File: src/rtl/id_ex_pipe_reg.sv
`default_nettype none
// ============================================================================
// Module   : id_ex_pipe_reg
// Purpose  : Decode/Execute pipeline register of the 5-stage MIPS core.
//            Captures the decode-stage control word, register-file operands,
//            register specifiers and sign-extended immediate, and presents
//            them to the execute stage one cycle later. Supports stall (hold)
//            and flush (bubble insertion) from the hazard unit, and keeps a
//            saturating count of inserted bubbles for debug.
// Ports    :
//   i_CLK, i_RST              clock, synchronous active-high reset
//   i_StallE / i_FlushE       hazard-unit hold / bubble requests
//   i_<ctrl>D                 decode control word (RegWrite, MemtoReg,
//                             MemWrite, ALUControl[2:0], ALUSrc, RegDst,
//                             Branch)
//   i_RD1D, i_RD2D, i_SignImmD  DATA_WIDTH datapath fields
//   i_RsD, i_RtD, i_RdD       REG_AW register specifiers
//   o_<field>E                registered copy of each decode input
//   o_ValidE                  1 = execute slot holds a real instruction
//   o_BubbleCnt               saturating count of flush-inserted bubbles
// Revision : 1.0  initial release
// ============================================================================
module id_ex_pipe_reg #(
    parameter int DATA_WIDTH = 32,
    parameter int REG_AW     = 5,
    parameter int CNT_W      = 16
) (
    input  logic                  i_CLK,
    input  logic                  i_RST,
    input  logic                  i_StallE,
    input  logic                  i_FlushE,
    input  logic                  i_RegWriteD,
    input  logic                  i_MemtoRegD,
    input  logic                  i_MemWriteD,
    input  logic [2:0]            i_ALUControlD,
    input  logic                  i_ALUSrcD,
    input  logic                  i_RegDstD,
    input  logic                  i_BranchD,
    input  logic [DATA_WIDTH-1:0] i_RD1D,
    input  logic [DATA_WIDTH-1:0] i_RD2D,
    input  logic [REG_AW-1:0]     i_RsD,
    input  logic [REG_AW-1:0]     i_RtD,
    input  logic [REG_AW-1:0]     i_RdD,
    input  logic [DATA_WIDTH-1:0] i_SignImmD,
    output logic                  o_RegWriteE,
    output logic                  o_MemtoRegE,
    output logic                  o_MemWriteE,
    output logic [2:0]            o_ALUControlE,
    output logic                  o_ALUSrcE,
    output logic                  o_RegDstE,
    output logic                  o_BranchE,
    output logic [DATA_WIDTH-1:0] o_RD1E,
    output logic [DATA_WIDTH-1:0] o_RD2E,
    output logic [REG_AW-1:0]     o_RsE,
    output logic [REG_AW-1:0]     o_RtE,
    output logic [REG_AW-1:0]     o_RdE,
    output logic [DATA_WIDTH-1:0] o_SignImmE,
    output logic                  o_ValidE,
    output logic [CNT_W-1:0]      o_BubbleCnt
);

    localparam logic [CNT_W-1:0] c_CNT_MAX = '1;
    localparam logic [CNT_W-1:0] c_CNT_ONE = {{(CNT_W-1){1'b0}}, 1'b1};

    // Every output is a flop; nothing from the inputs reaches an output
    // without passing through this register.
    always_ff @(posedge i_CLK) begin
        if (i_RST) begin
            o_RegWriteE   <= 1'b0;
            o_MemtoRegE   <= 1'b0;
            o_MemWriteE   <= 1'b0;
            o_ALUControlE <= 3'b000;
            o_ALUSrcE     <= 1'b0;
            o_RegDstE     <= 1'b0;
            o_BranchE     <= 1'b0;
            o_RD1E        <= '0;
            o_RD2E        <= '0;
            o_RsE         <= '0;
            o_RtE         <= '0;
            o_RdE         <= '0;
            o_SignImmE    <= '0;
            o_ValidE      <= 1'b0;
            o_BubbleCnt   <= '0;
        end else if (i_FlushE) begin
            // Bubble: constants only, so undefined decode data cannot leak
            // into the execute stage. Flush overrides a concurrent stall.
            o_RegWriteE   <= 1'b0;
            o_MemtoRegE   <= 1'b0;
            o_MemWriteE   <= 1'b0;
            o_ALUControlE <= 3'b000;
            o_ALUSrcE     <= 1'b0;
            o_RegDstE     <= 1'b0;
            o_BranchE     <= 1'b0;
            o_RD1E        <= '0;
            o_RD2E        <= '0;
            o_RsE         <= '0;
            o_RtE         <= '0;
            o_RdE         <= '0;
            o_SignImmE    <= '0;
            o_ValidE      <= 1'b0;
            // Saturate rather than wrap so a long flush storm stays visible.
            if (o_BubbleCnt != c_CNT_MAX) begin
                o_BubbleCnt <= o_BubbleCnt + c_CNT_ONE;
            end
        end else if (!i_StallE) begin
            o_RegWriteE   <= i_RegWriteD;
            o_MemtoRegE   <= i_MemtoRegD;
            o_MemWriteE   <= i_MemWriteD;
            o_ALUControlE <= i_ALUControlD;
            o_ALUSrcE     <= i_ALUSrcD;
            o_RegDstE     <= i_RegDstD;
            o_BranchE     <= i_BranchD;
            o_RD1E        <= i_RD1D;
            o_RD2E        <= i_RD2D;
            o_RsE         <= i_RsD;
            o_RtE         <= i_RtD;
            o_RdE         <= i_RdD;
            o_SignImmE    <= i_SignImmD;
            o_ValidE      <= 1'b1;
        end
        // Stall without flush: every flop, including the counter, holds.
    end

endmodule
`default_nettype wire

File: config.mk
export PLATFORM = sky130hd
export DESIGN_NAME = id_ex_pipe_reg
export DESIGN_NICKNAME = d
export VERILOG_FILES = /design/src/rtl/id_ex_pipe_reg.sv
export SDC_FILE = /design/constraint.sdc
export NUM_CORES = 1
export LEC_CHECK = 0
export CAP_MARGIN = 20
export CORE_ASPECT_RATIO = 0.7
export CORE_UTILIZATION = 40
export CTS_CLUSTER_SIZE = 40
export DETAILED_ROUTE_END_ITERATION = 10
export PLACE_DENSITY = 0.81
export SYNTH_ARGS = -nofsm -noshare
export SYNTH_HDL_FRONTEND = slang
export SYNTH_SLANG_ARGS = --single-unit
File: constraint.sdc
create_clock -name i_CLK -period 2.1 [get_ports i_CLK]
set_input_delay 0.525 -clock i_CLK [delete_from_list [all_inputs] [get_ports i_CLK]]
set_output_delay 0.525 -clock i_CLK [all_outputs]
set_load 0.01 [all_outputs]
==> results.sh <==
export IMPL_status="finished, final reports clean"
export IMPL_drv_cap=0
export IMPL_cp_data_arrival_time_ns=1.50
export IMPL_place_inst=890
export IMPL_synth_fp_nets=618
export IMPL_port_buffers=260
export IMPL_die_area_um2=13100
export IMPL_end_kind="output port"
export IMPL_nNetsFinal=877
export IMPL_antennaDiodeCount=0
export IMPL_grt_pass1_wl_um=21500
export IMPL_core_area_um2=12000
export IMPL_synth_fa_ha_area_share_pct=0.248
export IMPL_initial_core_util_pct=42.1
export IMPL_min_path_type="reg -> reg"
export IMPL_htree_num_levels=4
export IMPL_grt_pass1_vias=4322
export IMPL_path_buf_inv=1
export IMPL_grt_start_max_net_pins=103
export IMPL_period_needed_ns=2.03
export IMPL_clock_sinks=137
export IMPL_leakage_uw=0.00345
export IMPL_regArea_um2=2740
export IMPL_ys_flop_type="dfxtp_1"
export IMPL_first_pass_iters=4
export IMPL_post_route_period_util_pct=96.5
export IMPL_antenna_found_initial=0
export IMPL_report_final_slew_viol_count=0
export IMPL_cts_made_buffers=17
export IMPL_syn_area_um2=5050
export IMPL_wl_per_cell_um=15.6
export IMPL_synth_edf_count=0
export IMPL_ys_warn_count=0
export IMPL_synthXorXnorAreaFrac_pct=0.173
export IMPL_clock_skew_ns=0.0106
export IMPL_synthMuxAreaShare_pct=24.4
export IMPL_tightest_slew_ns=0.500
export IMPL_max_vdd_ir_drop_uv=519
export IMPL_avgSynthCellArea_um2=10.3
export IMPL_rsz0062_at_grt="false"
export IMPL_final_core_util_pct=70.1
export IMPL_final_common_cell="clkdlybuf4s50_1"
export IMPL_overflow=0
export IMPL_placed_area_um2=7860
export IMPL_layout_common_cells="clkdlybuf4s50_1 (259), dfxtp_1 (136), nor2_1 (130), mux2i_1 (121), clkbuf_16 (17)"
export IMPL_netlist_instances=493
export IMPL_fp_dieW_um=136
export IMPL_clk_path_buf_depth=2
export IMPL_clk_pin_slew_ns=0.06
export IMPL_dpl_hpwl_um=10600
export IMPL_cp_slowest_stage_delay_ns=0.60
export IMPL_power_density_nw_per_um2=745
export IMPL_clkLatencyLatePin_ns=0.41
export IMPL_synth_simple_gate_area_share_pct=15.8
export IMPL_async_reset_ff_share_pct=0
export IMPL_cts_root_buf="clkbuf_16"
export IMPL_setup_violations=0
export IMPL_die_h_um=96.0
export IMPL_cp_slowest_cell="clkdlybuf4s50_1"
export IMPL_synth_cell_type_count=39
export IMPL_num_rows=33
export IMPL_crit_path_cell_trace="clkdlybuf4s50_1"
export IMPL_drive_above_1_share_pct=7.19
export IMPL_path_max_fanout=8
export IMPL_vias=4488
export IMPL_ioPinCount=261
export IMPL_drc=0
export IMPL_drt_initial_drc_count=173
export IMPL_globalplace_congestion=0.822
export IMPL_multiInputGateArea_um2=2170
export IMPL_finalWirelength_um=14400
export IMPL_setup_tns_ns=0
export IMPL_critical_path_class="reg -> out"
export IMPL_grt_total_usage_pct=21.5
export IMPL_vias_per_cell=4.87
export IMPL_synth_top_family_by_area="multiplexers"
export IMPL_slew_limit_headroom_pct=66.5
export IMPL_antenna_left=0
export IMPL_cp_required_ns=1.57
export IMPL_fmax_mhz=493
export IMPL_fillerInstances=895
export IMPL_hold_violations=0
export IMPL_postCtsHoldBufs=0
export IMPL_area_growth_pct=66.7
export IMPL_ys_ff_latch=137
export IMPL_post_route_cell_area_um2=8430
export IMPL_seq_area_frac_synth_pct=54.3
export IMPL_synth_compound_area_share_pct=2.23
export IMPL_final_cells=922
export IMPL_cp_start_kind="flip-flop"
export IMPL_crit_family="buffers and inverters"
export IMPL_cts_tree="done"
## kinds of logic (layout without fill, tap and decap cells)
| kind of cell | after synthesis | count (layout) |
|---|---|---|
| AOI/OAI and AO/OA | 19 | 19 |
| xor gates and xnor gates | 1 | 1 |
| adders and majority gates | 1 | 1 |
| and+or+nand+nor | 178 | 178 |
| buffers and inverters | 34 | 306 |
| DFF | 137 | 137 |
| muxes | 123 | 123 |
## power breakdown
group          total (µW)  internal [µW]  switching (µW)
registers            2720           2680            44.3
logic                 750            471             279
clock network        2800           1670            1130
total                6280           4820            1460
## per-stage QoR
| step | total power, µW | setup WS (ns) | hold WS (ns) |
|---|---|---|---|
| finish | 6280 | 0.0730 | 0.458 |
| global route | 6530 | 0.0253 | 0.500 |
| CTS | 6360 | 0.00850 | 0.466 |
| detailed placement | 3530 | -0.129 | 0.456 |
| global placement | 3510 | -0.0978 | 0.439 |
| floorplan | 3070 | 0.318 | 0.474 |
## path summary, 6_finish.rpt
| check | from | end | slack [ns] | cells after the start |
|---|---|---|---|---|
| min reg2reg | o_ValidE$_SDFFE_PP0N_ | o_ValidE$_SDFFE_PP0N_ | 0.46 | 2 |
| max reg2reg | o_BubbleCnt[0]$_SDFFE_PP0P_ | o_BubbleCnt[14]$_SDFFE_PP0P_ | 0.22 | 5 |
| min | o_ValidE$_SDFFE_PP0N_ | o_ValidE$_SDFFE_PP0N_ | 0.46 | 2 |
| max | o_BubbleCnt[6]$_SDFFE_PP0P_ | o_BubbleCnt[6] | 0.07 | 1 |
## synthesized netlist by cell type, drive strengths merged, types with 2 or more instances
library cell	number	area (µm²)
dfxtp	137	2740
nor2	130	488
mux2i	121	1210
clkbuf	27	103
a21oi	9	45.0
nor3	8	45.0
nand4	7	50.1
nand2	6	22.5
nand3	6	30.0
buf	5	26.3
o21ai	4	20.0
and3	3	20.0
and4	3	26.3
nor2b	3	21.3
or3	3	18.8
a31oi	2	12.5
mux2	2	22.5
nand2b	2	12.5
nor4	2	27.5
or2	2	12.5
## per-layer routing
metal / routed length (µm) / GRT usage, % / up-vias
met1: 5690 / 23.9 / 2088
met3: 1110 / 5.63 / 20
met4: 215 / 9.72 / 0
met5: 0 / 0 / -
li1: - / - / 2192
met2: 7370 / 38.7 / 188
## what timing repair did
item | 4_1_cts | 5_1_grt
buffers inserted | 0 | 0
endpoints found under the setup margin | 0 | 1
resized for setup | 0 | 1
## state kept, by name, summed over array words and instances, names as in the netlist
register	cells
o_BubbleCnt	16
o_RdE	5
o_RD2E	32
o_ALUSrcE	1
o_ValidE	1
o_RegDstE	1
o_ALUControlE	3
o_RtE	5
o_MemWriteE	1
o_SignImmE	32
o_MemtoRegE	1
o_RD1E	32
o_RegWriteE	1
o_BranchE	1
o_RsE	5
## cell type report
type	count	area share (%)
clock buffer	19	5.26
multi-input combinational	322	25.7
timing repair buffer	273	32.7
inverter	1	0.0446
sequential	137	32.6
tap	157	2.33
clock inverter	13	1.41
(Power assumes the default switching activity.)
